### src/rtl/btb_pkg.sv
// Shared types for the BTB update scheduler.
//   PC_W        : default PC / target width (BTB has 2**PC_W entries)
//   BTB_ENTRIES : BTB entry count
//   btb_upd_t   : one queued update record {taken, target, pc}
//   btb_state_e : scheduler FSM state
package btb_pkg;

  localparam int unsigned PC_W        = 4;
  localparam int unsigned BTB_ENTRIES = 2 ** PC_W;

  typedef struct packed {
    logic            taken;
    logic [PC_W-1:0] target;
    logic [PC_W-1:0] pc;
  } btb_upd_t;

  typedef enum logic [0:0] {
    StNormal = 1'b0,
    StFlush  = 1'b1
  } btb_state_e;

endpackage

### src/rtl/btb_update_fifo.sv
// In-order update queue with ordered dual push (A ahead of B), single pop and clear.
//   i_clk, i_reset_n     : clock, async active-low reset
//   i_clear              : drop all contents (wins over push/pop)
//   i_push_a, i_data_a   : first push slot
//   i_push_b, i_data_b   : second push slot, lands behind A when both push
//   i_pop                : consume head (ignored when empty)
//   o_head, o_empty      : head entry and empty flag
//   o_count              : occupancy, 0..Depth
// Caller guarantees pushes never exceed free space plus the slot freed by a same-cycle pop.
module btb_update_fifo #(
  parameter int unsigned Width = 9,
  parameter int unsigned Depth = 4
) (
  input  logic                     i_clk,
  input  logic                     i_reset_n,
  input  logic                     i_clear,
  input  logic                     i_push_a,
  input  logic [Width-1:0]         i_data_a,
  input  logic                     i_push_b,
  input  logic [Width-1:0]         i_data_b,
  input  logic                     i_pop,
  output logic [Width-1:0]         o_head,
  output logic                     o_empty,
  output logic [$clog2(Depth):0]   o_count
);

  localparam int unsigned AW = $clog2(Depth);
  localparam int unsigned CW = AW + 1;

  logic [Width-1:0] r_mem [Depth];
  logic [AW-1:0]    r_wr_ptr;
  logic [AW-1:0]    r_rd_ptr;
  logic [CW-1:0]    r_count;

  logic [AW-1:0]    w_wr_ptr1;
  logic [CW-1:0]    w_n_push;
  logic             w_pop;

  assign w_wr_ptr1 = r_wr_ptr + AW'(1);
  assign w_n_push  = CW'(i_push_a) + CW'(i_push_b);
  assign w_pop     = i_pop & ~o_empty;

  // Storage needs no reset; occupancy tracking makes stale slots invisible.
  always_ff @(posedge i_clk) begin
    if (!i_clear) begin
      if (i_push_a) r_mem[r_wr_ptr] <= i_data_a;
      if (i_push_b) r_mem[i_push_a ? w_wr_ptr1 : r_wr_ptr] <= i_data_b;
    end
  end

  always_ff @(posedge i_clk or negedge i_reset_n) begin
    if (!i_reset_n) begin
      r_wr_ptr <= '0;
      r_rd_ptr <= '0;
      r_count  <= '0;
    end else if (i_clear) begin
      r_wr_ptr <= '0;
      r_rd_ptr <= '0;
      r_count  <= '0;
    end else begin
      r_wr_ptr <= r_wr_ptr + AW'(w_n_push);
      r_rd_ptr <= r_rd_ptr + AW'(w_pop);
      r_count  <= r_count + w_n_push - CW'(w_pop);
    end
  end

  assign o_head  = r_mem[r_rd_ptr];
  assign o_empty = (r_count == '0);
  assign o_count = r_count;

endmodule

### src/rtl/btb_update_scheduler.sv
// Funnels branch-resolution updates from port A (branch ALU) and port B (jump unit)
// onto the single BTB write port, and sequences a full-table invalidate sweep.
//   i_clk, i_reset_n                      : clock, async active-low reset
//   i_a_* / o_a_ready                     : port A update handshake and payload
//   i_b_* / o_b_ready                     : port B update handshake and payload
//   i_flush_req                           : one-cycle request to invalidate the whole BTB
//   o_flush_busy, o_flush_done            : sweep in progress / one-cycle completion pulse
//   o_btb_wr_valid/_pc/_target/_taken     : BTB write port
//   o_upd_count                           : saturating count of A/B writes (sweeps excluded)
// PC_W must match btb_pkg::PC_W, which sizes the queued record type.
module btb_update_scheduler
  import btb_pkg::*;
#(
  parameter int unsigned PC_W       = btb_pkg::PC_W,
  parameter int unsigned FIFO_DEPTH = 4,
  parameter int unsigned CNT_W      = 8
) (
  input  logic             i_clk,
  input  logic             i_reset_n,
  input  logic             i_a_valid,
  output logic             o_a_ready,
  input  logic [PC_W-1:0]  i_a_pc,
  input  logic [PC_W-1:0]  i_a_target,
  input  logic             i_a_taken,
  input  logic             i_b_valid,
  output logic             o_b_ready,
  input  logic [PC_W-1:0]  i_b_pc,
  input  logic [PC_W-1:0]  i_b_target,
  input  logic             i_b_taken,
  input  logic             i_flush_req,
  output logic             o_flush_busy,
  output logic             o_flush_done,
  output logic             o_btb_wr_valid,
  output logic [PC_W-1:0]  o_btb_wr_pc,
  output logic [PC_W-1:0]  o_btb_wr_target,
  output logic             o_btb_wr_taken,
  output logic [CNT_W-1:0] o_upd_count
);

  localparam int unsigned AW = $clog2(FIFO_DEPTH);
  localparam int unsigned CW = AW + 1;
  localparam int unsigned RW = CW + 1;
  localparam logic [RW-1:0]    DepthR    = RW'(FIFO_DEPTH);
  localparam logic [PC_W-1:0]  SweepLast = {PC_W{1'b1}};
  localparam logic [CNT_W-1:0] CntMax    = {CNT_W{1'b1}};

  btb_state_e       r_state;
  btb_state_e       w_state_d;
  logic             r_active;
  logic [PC_W-1:0]  r_sweep;
  logic             r_flush_done;
  logic [CNT_W-1:0] r_upd_count;

  btb_upd_t         w_a_rec;
  btb_upd_t         w_b_rec;
  btb_upd_t         w_head;
  logic             w_empty;
  logic [CW-1:0]    w_count;
  logic [RW-1:0]    w_room;
  logic             w_normal;
  logic             w_flush_start;
  logic             w_push_a;
  logic             w_push_b;
  logic             w_norm_wr;

  assign w_normal = (r_state == StNormal);

  // The head pops in the same cycle as any push, so a full queue still has one slot.
  assign w_room = DepthR - RW'(w_count) + RW'(w_count != '0);

  // r_active keeps ready low from reset until the first clock after release.
  assign o_a_ready = r_active & w_normal & (w_room >= RW'(1));
  assign o_b_ready = r_active & w_normal & (w_room >= RW'(2));

  assign w_flush_start = w_normal & i_flush_req;

  // A transfer completing on the flush edge is stale and is dropped.
  assign w_push_a = i_a_valid & o_a_ready & ~w_flush_start;
  assign w_push_b = i_b_valid & o_b_ready & ~w_flush_start;

  // The head is suppressed on the flush edge so nothing queued reaches the BTB.
  assign w_norm_wr = w_normal & ~w_empty & ~i_flush_req;

  assign w_a_rec = '{taken: i_a_taken, target: i_a_target, pc: i_a_pc};
  assign w_b_rec = '{taken: i_b_taken, target: i_b_target, pc: i_b_pc};

  btb_update_fifo #(
    .Width ($bits(btb_upd_t)),
    .Depth (FIFO_DEPTH)
  ) u_fifo (
    .i_clk     (i_clk),
    .i_reset_n (i_reset_n),
    .i_clear   (w_flush_start),
    .i_push_a  (w_push_a),
    .i_data_a  (w_a_rec),
    .i_push_b  (w_push_b),
    .i_data_b  (w_b_rec),
    .i_pop     (w_norm_wr),
    .o_head    (w_head),
    .o_empty   (w_empty),
    .o_count   (w_count)
  );

  always_comb begin
    w_state_d = r_state;
    unique case (r_state)
      StNormal: if (w_flush_start) w_state_d = StFlush;
      StFlush:  if (r_sweep == SweepLast) w_state_d = StNormal;
      default:  w_state_d = StNormal;
    endcase
  end

  always_comb begin
    o_btb_wr_valid  = 1'b0;
    o_btb_wr_pc     = '0;
    o_btb_wr_target = '0;
    o_btb_wr_taken  = 1'b0;
    if (r_state == StFlush) begin
      o_btb_wr_valid = 1'b1;
      o_btb_wr_pc    = r_sweep;
    end else if (w_norm_wr) begin
      o_btb_wr_valid  = 1'b1;
      o_btb_wr_pc     = w_head.pc;
      o_btb_wr_target = w_head.target;
      o_btb_wr_taken  = w_head.taken;
    end
  end

  always_ff @(posedge i_clk or negedge i_reset_n) begin
    if (!i_reset_n) begin
      r_state      <= StNormal;
      r_active     <= 1'b0;
      r_sweep      <= '0;
      r_flush_done <= 1'b0;
      r_upd_count  <= '0;
    end else begin
      r_state      <= w_state_d;
      r_active     <= 1'b1;
      // Wraps to zero after the last index, ready for the next sweep.
      if (r_state == StFlush) r_sweep <= r_sweep + PC_W'(1);
      r_flush_done <= (r_state == StFlush) && (r_sweep == SweepLast);
      if (w_norm_wr && (r_upd_count != CntMax)) r_upd_count <= r_upd_count + CNT_W'(1);
    end
  end

  assign o_flush_busy = (r_state == StFlush);
  assign o_flush_done = r_flush_done;
  assign o_upd_count  = r_upd_count;

endmodule

### config.mk
export PLATFORM = sky130hd
export DESIGN_NAME = btb_update_scheduler
export DESIGN_NICKNAME = d
export VERILOG_FILES = /design/src/rtl/btb_pkg.sv /design/src/rtl/btb_update_fifo.sv /design/src/rtl/btb_update_scheduler.sv
export SDC_FILE = /design/constraint.sdc
export NUM_CORES = 1
export LEC_CHECK = 0
export CAP_MARGIN = 40
export CORE_ASPECT_RATIO = 1.2
export CORE_UTILIZATION = 45
export CTS_CLUSTER_DIAMETER = 60
export CTS_CLUSTER_SIZE = 25
export DETAILED_ROUTE_END_ITERATION = 10
export DONT_BUFFER_PORTS = 1
export PLACE_DENSITY = 0.6
export RECOVER_POWER = 25
export SYNTH_ARGS = -nofsm -noshare
export SYNTH_HDL_FRONTEND = slang
export SYNTH_SLANG_ARGS = --single-unit
### constraint.sdc
create_clock -name i_clk -period 4.52 [get_ports i_clk]
set_input_delay 0.678 -clock i_clk [delete_from_list [all_inputs] [get_ports i_clk]]
set_output_delay 0.678 -clock i_clk [all_outputs]
set_load 0.005 [all_outputs]
# Word level (Yosys, flattened, before mapping)
# Memories as Yosys holds them, arrays and structs flattened.
# Index checks and enable logic that the tools add are counted.
dict set report totals {
  word_cells 63
  in_bits 23
  ramBits 36
  register_bits 22
  mem_count 1
  output_inout_bits 22
}
dict set report op_classes {
  n_reduce_logical 4
  n_lt_le_gt_ge 2
  eq_ne 2
  muxes 21
  addsub 10
  n_bitwise 15
}
# name depth width read_ports rd_clocked_by_memory_dff write_ports line_no
set mem_list {}
lappend mem_list {u_fifo.r_mem 4 9 1 0 2 btb_update_fifo.sv:30} ;# logic [Width-1:0] r_mem [Depth];
# op count
set op_table {}
lappend op_table {{2-to-1 mux 4 bit} 4}
lappend op_table {{2-to-1 mux 1 bit} 12}
lappend op_table {{AND 1 bit} 11}
lappend op_table {{adder 8 x 1 -> 8 bit (second input constant)} 1}
lappend op_table {{inequality test 8 bit (second input constant)} 1}
lappend op_table {{2-to-1 mux 2 bit} 3}
lappend op_table {{adder 4 x 1 -> 4 bit} 1}
lappend op_table {{adder 4 x 1 -> 4 bit (second input constant)} 1}
lappend op_table {{equality test 4 bit (second input constant)} 1}
lappend op_table {{greater-or-equal comparator 4 x 1 -> 1 bit (second input constant)} 1}
lappend op_table {{greater-or-equal comparator 4 x 2 -> 1 bit (second input constant)} 1}
lappend op_table {{inverter 1 bit} 4}
lappend op_table {{subtractor 3 x 3 -> 4 bit (first input constant)} 1}
lappend op_table {{adder 3 bit} 1}
lappend op_table {{zero test 3 bit} 1}
lappend op_table {{2-to-1 mux 3 bit} 1}
lappend op_table {{nonzero test 3 bit} 1}
lappend op_table {{subtractor 3 x 1 -> 3 bit} 1}
lappend op_table {{adder 1 x 1 -> 2 bit} 1}
lappend op_table {{adder 2 x 1 -> 2 bit} 1}
lappend op_table {{adder 2 x 1 -> 2 bit (second input constant)} 1}
lappend op_table {{adder 2 bit} 1}
lappend op_table {{logical AND 1 bit} 2}
lappend op_table {{case mux 1 bit (2 select lines)} 1}

# Logic depth before layout (Yosys ltp)
# Gate-level depths: netlist (run 1).
dict set report logic_depth {
  ltp_word 10
  ltp_mapped 13
  depth_no_buf 13
}

# Modules after synthesis
# From an unflattened synthesis (run 1), not the netlist that was laid out.
dict set report hier_totals {
  hier_cells 236
  hier_area_um2 3224.3
}
# module n_inst area_each_um2 cells_each seq_area_each_um2
set modules_own_cells {}
lappend modules_own_cells {btb_update_fifo 1 2387.3 157 1256.2}
lappend modules_own_cells {btb_update_scheduler 1 837.1 79 375.4}

# Worst setup path after synthesis (run 1)
# No wires, ideal clock.
dict set report synth_path {
  path_type {flip-flop to flip-flop}
  startpoint {register u_fifo.r_count[0] (netlist: u_fifo.o_count[0])}
  endpoint {register u_fifo.r_count[2] (netlist: u_fifo.o_count[2])}
  arrival_time_ps 2898
  path_slack_ps 1488
  period_less_slack_ps 3032
  setup_time_ps 134
  path_stages_with_launch 14
  path_buffers 0
  required_time_ps 4386
  cell_sequence {dfrtp_1 nor3_1 ha_1 or3b_4 o22ai_4 nand2_4 inv_1 ha_1 inv_1 ha_1 fa_1 xnor2_1 xnor2_1 nor2_1}
}
dict set report synth_via {
  elab_chain_cells 10
  word_cells_on_any_way 20
  cone_classes {5 x add/sub; 2 x order compare; 1 x mux; 10 x bitwise; 2 x reduce/logical}
}
# element line_no
set synth_rtl {}
lappend synth_rtl {{start, declared} btb_update_fifo.sv:33} ;# logic [CW-1:0] r_count;
lappend synth_rtl {{start signal, assigned} btb_update_fifo.sv:63} ;# r_count <= r_count + w_n_push - CW'(w_pop);
lappend synth_rtl {{subtractor 3 x 3 -> 4 bit or nonzero test 3 bit (tied branches)} btb_update_scheduler.sv:69} ;# assign w_room = DepthR - RW'(w_count) + RW'(w_count != '0);
lappend synth_rtl {{adder 4 x 1 -> 4 bit} btb_update_scheduler.sv:69}
lappend synth_rtl {{greater-or-equal comparator 4 x 1 -> 1 bit or greater-or-equal comparator 4 x 2 -> 1 bit (tied branches)} {btb_update_scheduler.sv:72, btb_update_scheduler.sv:73}}
lappend synth_rtl {{AND 1 bit (on tied branches)} {btb_update_scheduler.sv:72, btb_update_scheduler.sv:73}}
lappend synth_rtl {{AND 1 bit (on tied branches) (2 in a row)} {btb_update_scheduler.sv:78, btb_update_scheduler.sv:79}}
lappend synth_rtl {{adder 1 x 1 -> 2 bit} btb_update_fifo.sv:40} ;# assign w_n_push = CW'(i_push_a) + CW'(i_push_b);
lappend synth_rtl {{adder 3 bit} btb_update_fifo.sv:63}
lappend synth_rtl {{subtractor 3 x 1 -> 3 bit (*)} btb_update_fifo.sv:63}
lappend synth_rtl {{2-to-1 mux 3 bit (*)} btb_update_fifo.sv:56} ;# end else if (i_clear) begin
# Mark *: on every way between the ends. The rest lies on a longest branch, timed or not.
# A chain may end at the register's enable or synchronous reset.

# Worst setup path after layout (run 1)
# Ends and elaborated chain as after synthesis.

==> results.sh, run 1 <==
export IMPL_die_width_microns=78.6
export IMPL_dr_wl_met2_mm=3.06
export IMPL_place_gp_congestion=0.753
export IMPL_hpwl_mm=4.07
export IMPL_worst_ep_required_time_ns=4.71
export IMPL_detail_route_first_pass_iterations=4
export IMPL_holdWs_ns=0.0327
export IMPL_fin_tns_setup_ns=0
export IMPL_holdBufCountCts=0
export IMPL_wl_per_cell_microns=19.2
export IMPL_power_w=0.00164
export IMPL_hp_class="in -> async"
export IMPL_drive_gt1_share_pct=28.3
export IMPL_leakage_nw=1.34
export IMPL_via_count=1769
export IMPL_ys_warnings_count=0
export IMPL_start_kind="register"
export IMPL_core_sq_um=6810
export IMPL_drc=0
export IMPL_grt_pass1_wl_mm=9.60
export IMPL_netlist_area_sq_um=3160
export IMPL_max_freq_ghz=0.310
export IMPL_rsz0062_at_grt="no"
export IMPL_io_buffers=0
export IMPL_period_needed_ns=3.22
export IMPL_grt_max_degree=23
export IMPL_period_share_pct=71.3
export IMPL_synth_nets=261
export IMPL_grt_pass1_vias=1895
export IMPL_cp_end_kind="register"
export IMPL_nFillCells=612
export IMPL_die_area_sq_um=7370
export IMPL_slew_headroom_pct=55.5
export IMPL_ant_nets=0
export IMPL_maxUsedRoutingLayer="met4"
export IMPL_rows=33
export IMPL_ys_ff_latch=58
export IMPL_route_met3_wl_microns=390
export IMPL_ctsResizeCount=0
export IMPL_maxSlewViolCount=0
export IMPL_cts_max_path_buffers=2
export IMPL_clkSlewWorstSetupHoldPaths_ns=0.07
export IMPL_syn_to_final_growth_pct=7.75
export IMPL_postCtsSetupBuffers=0
export IMPL_ys_seq_area_share_pct=51.6
export IMPL_status="complete, no violations"
export IMPL_htree_levels=3
export IMPL_wl_met1_mm=2.60
export IMPL_path_class="reg -> reg"
export IMPL_synth_cell_types=35
export IMPL_first_iter_violations=72
export IMPL_clock_skew_ns=0.00743
export IMPL_cp_max_fo=6
export IMPL_syn_avg_cell_area_sq_um=14.3
export IMPL_worst_slew_pin_slew_ns=0.667
export IMPL_wirelength_mm=6.14
export IMPL_fin_nets=267
export IMPL_dp_cells=304
export IMPL_track_usage_pct=18.5
export IMPL_crit_arrival_ns=3.42
export IMPL_p_per_area_nw_per_um2=481
export IMPL_antenna_diode_count=0
export IMPL_overflow=0
export IMPL_syn_inst=222
export IMPL_die_h_microns=93.9
export IMPL_fin_util_pct=50.0
export IMPL_hold_violations=0
export IMPL_ios=45
export IMPL_final_cells=320
export IMPL_numCtsBuffers=9
export IMPL_clockRootBuffer="clkbuf_8"
export IMPL_setup_viol=0
export IMPL_cts_sink_count=58
export IMPL_start_util_pct=46.4
export IMPL_clk_insertion_delay_late_ns=0.33
export IMPL_vdd_ir_drop_max_v=0.000232
export IMPL_cts_tree="yes"
export IMPL_maxCapViolations=0
export IMPL_via_per_inst=5.53
export IMPL_antenna_found_initial=0
[synthesized netlist by cell type]
cell      instances  share of area [%]
a22o_1            4                1.1
nand2_1          11                1.3
nor4_1            1               0.20
a31oi_1           1               0.20
o22ai_4           1               0.63
clkbuf_1          4               0.47
buf_6             1               0.36
fa_1              1               0.63
o31ai_1           1               0.24
nor3b_1           1               0.24
or3b_4            1               0.36
and3_1            2               0.40
nor2_1            9                1.1
nor3_1            6               0.95
inv_1            11                1.3
ha_1             15                5.9
nand3_1           7                1.1
conb_1            1               0.12
mux2i_4           3                2.1
and4_1            2               0.55
xnor2_1          11                3.0
mux4_2            9                6.4
and2_0            1               0.20
a21o_1            1               0.24
nand4_1           2               0.40
dfrtp_1          22                 17
nor2b_1           6                1.2
mux2_2           28                 10
and2_1            5               0.99
mux2_4            9                4.3
nand2_4           1               0.36
edfxtp_1         36                 34
nand2b_1          2               0.40
a41o_1            1               0.32
xor2_1            5                1.4
[per-stage QoR]
step / worst slack, ns / cell area, sq um
after CTS: 1.27 / 3410
after floorplan: 1.49 / 3160
after global placement: 1.36 / 3250
after detailed placement: 1.28 / 3250
final: 1.30 / 3410
after global routing: 1.13 / 3410
[worst paths after layout]
| check | slack (ns) | endpoint | cells past startpoint | from |
|---|---|---|---|---|
| worst max-delay path | 1.30 | u_fifo.o_count[2]$_DFF_PN0_ | 13 | u_fifo.o_count[0]$_DFF_PN0_ |
| worst min-delay path | 0.03 | o_upd_count[2]$_DFFE_PN0P_ | 0 | i_reset_n |
| worst max register to register | 1.30 | u_fifo.o_count[2]$_DFF_PN0_ | 13 | u_fifo.o_count[0]$_DFF_PN0_ |
| worst min register to register | 0.51 | r_sweep[3]$_DFFE_PN0P_ | 1 | r_sweep[3]$_DFFE_PN0P_ |
| max in group asynchronous | 4.41 | u_fifo.r_rd_ptr[1]$_DFF_PN0_ | 0 | i_reset_n |
| min in group i_clk | 0.51 | r_sweep[3]$_DFFE_PN0P_ | 1 | r_sweep[3]$_DFFE_PN0P_ |
[kinds of logic (layout without fill, tap and decap cells)]
family	after synthesis	in the layout	synth area share, %
other	1	1	0.119
AO/OA/AOI/OAI	9	9	2.73
buffers and inverters	16	27	2.14
adder cells (fa/ha/maj)	16	16	6.56
multiplexers	49	49	22.8
AND/OR/NAND/NOR	57	57	9.69
XOR/XNOR	16	16	4.43
flip-flops	58	58	51.6
[cell type report]
cell class	instances	area [sq um]	area share, %
clock buffers	11	131	3.85
clock inverters	5	31.3	0.917
inverters	11	41.3	1.21
multi-input cells	148	1470	43.0
flip-flops and latches	58	1630	47.9
well taps	87	109	3.19
[layer usage]
| metal | global-route usage [%] | vias to the layer above |
|---|---|---|
| met5 | 0 | - |
| met4 | 7.87 | 0 |
| met3 | 6.60 | 10 |
| met2 | 30.9 | 50 |
| met1 | 21.1 | 879 |
| li1 | - | 830 |
[layout by cell type, fill, tap and decap left out, types with 3 or more instances in the layout]
master,netlist,routed
clkbuf_8,0,9
mux2_2,28,28
nor3_1,6,6
nor2_1,9,9
nand2_1,11,11
mux2i_4,3,3
mux4_2,9,9
mux2_4,9,9
a22o_1,4,4
xor2_1,5,5
xnor2_1,11,11
clkinv_2,0,3
and2_1,5,5
nor2b_1,6,6
dfrtp_1,22,22
inv_1,11,11
edfxtp_1,36,36
nand3_1,7,7
ha_1,15,15
[power breakdown]
part / internal (W) / switching, W / total, W
combinational: 0.000250 / 0.000204 / 0.000454
sequential: 0.000642 / 0.000132 / 0.000774
clock: 0.000197 / 0.000216 / 0.000413
total: 0.00109 / 0.000552 / 0.00164
[worst max-delay path: stages (launching register included)]
cell and delay (ns):
dfrtp_1 0.40, nor3_1 0.25, ha_1 0.27, or3b_4 0.40, o22ai_4 0.20, nand2_4 0.15
inv_1 0.11, ha_1 0.18, inv_1 0.05, ha_1 0.29, fa_1 0.44, xnor2_1 0.17
xnor2_1 0.13, nor2_1 0.05
[flip-flops by register name, indices dropped and copies added, names as in the netlist]
signal / flops
o_flush_busy: 1
u_fifo.r_rd_ptr: 2
r_active: 1
r_sweep: 4
u_fifo.r_wr_ptr: 2
o_upd_count: 8
o_flush_done: 1
u_fifo.o_count: 3
u_fifo.r_mem: 36
No activity file was read; power rests on OpenSTA's default activity.
==> run 2, diff against run 1 <==
==> constraint.sdc (replaced) <==
create_clock -name i_clk -period 3 [get_ports i_clk]
set_input_delay 0.45 -clock i_clk [delete_from_list [all_inputs] [get_ports i_clk]]
set_output_delay 0.45 -clock i_clk [all_outputs]
set_load 0.005 [all_outputs]
==> results.sh, run 2 (synthesis results as in run 1) <==
export IMPL_status="complete, no violations"
export IMPL_ios=45
export IMPL_start_util_pct=46.4
export IMPL_clk_insertion_delay_late_ns=0.33
export IMPL_crit_arrival_ns=3.00
export IMPL_grt_pass1_vias=1909
export IMPL_min_path_cells=1
export IMPL_multiInputGateArea_sq_um=1510
export IMPL_numCtsBuffers=9
export IMPL_max_freq_ghz=0.356
export IMPL_maxCapViolations=0
export IMPL_grt_pass1_wl_mm=9.63
export IMPL_start_kind="register"
export IMPL_htree_levels=3
export IMPL_hold_violations=0
export IMPL_crit_chain="nor3_2 -> ha_1 -> or3b_4 -> o22ai_4 -> nand2_4 -> inv_2 -> ha_4 -> inv_1 -> ha_4 -> fa_2 -> xnor2_2 -> xnor2_1 -> nor2_1"
export IMPL_cts_max_path_buffers=2
export IMPL_grt_max_degree=23
export IMPL_holdWs_ns=0.337
export IMPL_drive_gt1_share_pct=34.5
export IMPL_io_buffers=0
export IMPL_path_class="reg -> reg"
export IMPL_die_h_microns=93.9
export IMPL_clock_skew_ns=0.00573
export IMPL_reg2regPathDepth=13
export IMPL_place_gp_congestion=0.739
export IMPL_power_w=0.00266
export IMPL_cp_max_fo=3
export IMPL_period_share_pct=93.6
export IMPL_worst_ep_required_time_ns=3.19
export IMPL_rows=33
export IMPL_antenna_found_initial=0
export IMPL_drc=0
export IMPL_rsz0062_at_grt="no"
export IMPL_fin_util_pct=53.4
export IMPL_worst_slew_pin_slew_ns=0.834
export IMPL_slew_headroom_pct=44.4
export IMPL_hpwl_mm=4.06
export IMPL_overflow=0
export IMPL_slowest_delay_ns=0.41
export IMPL_p_per_area_nw_per_um2=732
export IMPL_die_width_microns=78.6
export IMPL_most_common_layout_cells="edfxtp_1, mux2_2, dfrtp_1"
export IMPL_maxSlewViolCount=0
export IMPL_clockRootBuffer="clkbuf_8"
export IMPL_wl_per_cell_microns=17.7
export IMPL_core_sq_um=6810
export IMPL_clkSlewWorstSetupHoldPaths_ns=0.07
export IMPL_wirelength_mm=6.01
export IMPL_hp_class="in -> reg"
export IMPL_leakage_nw=1.46
export IMPL_regArea_sq_um=1630
export IMPL_detail_route_first_pass_iterations=4
export IMPL_worst_path_max_delay_cell="dfrtp_1"
export IMPL_ant_nets=0
export IMPL_period_needed_ns=2.81
export IMPL_nFillCells=597
export IMPL_largest_reg_flops=36
export IMPL_setup_viol=0
export IMPL_r2r_setup_slack_ns=0.19
export IMPL_top_register="u_fifo.r_mem"
export IMPL_syn_to_final_growth_pct=14.9
export IMPL_cts_sink_count=58
export IMPL_vdd_ir_drop_max_v=0.000322
export IMPL_via_count=1808
export IMPL_antenna_diode_count=0
export IMPL_via_per_inst=5.33
export IMPL_cp_end_kind="register"
export IMPL_first_iter_violations=60
export IMPL_track_usage_pct=18.4
export IMPL_cp_common_cell="ha_4"
export IMPL_cts_tree="yes"
export IMPL_fin_tns_setup_ns=0
export IMPL_layout_commonest_cell="edfxtp_1"
export IMPL_fin_nets=286
export IMPL_die_area_sq_um=7370
==> run 2: changes by cell type in the layout (fill, tap and decap cells not counted), moves of 2 or more <==
cell      previous run  this run
clkbuf_1             2         4
buf_4                0        15
ha_1                15        13
clkbuf_8             9        11
clkinv_2             3         1
ha_4                 0         2
==> run 2: worst paths after layout <==
check                                            start                      endpoint
hold reg to reg                 r_sweep[3]$_DFFE_PN0P_        r_sweep[3]$_DFFE_PN0P_
hold / removal                           i_b_target[2]  u_fifo.r_mem[1][6]$_DFFE_PP_
min in group asynchronous                    i_reset_n        o_flush_busy$_DFF_PN0_
setup reg to reg           u_fifo.o_count[0]$_DFF_PN0_   u_fifo.o_count[2]$_DFF_PN0_
max in group asynchronous                    i_reset_n    o_upd_count[5]$_DFFE_PN0P_
setup / recovery           u_fifo.o_count[0]$_DFF_PN0_   u_fifo.o_count[2]$_DFF_PN0_
==> run 2: worst max-delay path: cells and delay by family (launching register included) <==
family	cells	cell delay, ns
AO/OA/AOI/OAI	1	0.14
AND/OR/NAND/NOR	4	0.72
adder cells (fa/ha/maj)	4	1.00
buffers and inverters	2	0.14
XOR/XNOR	2	0.27
flip-flops	1	0.41
==> run 2: where the power goes <==
part | switching [W] | total (W) | internal [W] | leakage (nW)
Clock | 0.000294 | 0.000720 | 0.000426 | 0.101
Sequential | 0.000180 | 0.00115 | 0.000968 | 0.601
Combinational | 0.000350 | 0.000791 | 0.000441 | 0.753
Total | 0.000824 | 0.00266 | 0.00183 | 1.46
==> run 2: area by class of cell <==
cell class                      count  share of cell area [%]
Multi-Input combinational cell    148                    41.4
Clock buffer                       13                    4.37
Timing Repair Buffer               19                    4.13
Inverter                           11                    1.14
Clock inverter                      3                    1.07
Tap cell                           87                    2.99
Sequential cell                    58                    44.9
==> run 2: routing by layer <==
layer	track usage (%)	vias to the layer above	wire length, microns
met2	30.8	45	2980
met4	7.25	0	72
met3	6.89	7	387
met1	21.1	886	2570
li1	-	870	-
met5	0	-	0
==> run 2: what timing repair did <==
item,4_1_cts,5_1_grt
buffers inserted,0,2
gates resized for setup,0,2
endpoints found under the hold margin,22,0
setup endpoints to repair,0,1
hold buffers,1,0
==> run 2: through the flow <==
stage,setup slack [ns],area (sq um),std cells
floorplan,0.0544,3180,222
global placement,0.109,3390,319
detailed placement,0.0504,3390,319
CTS,0.0401,3600,336
global route,0.00718,3630,339
finish,0.193,3630,339
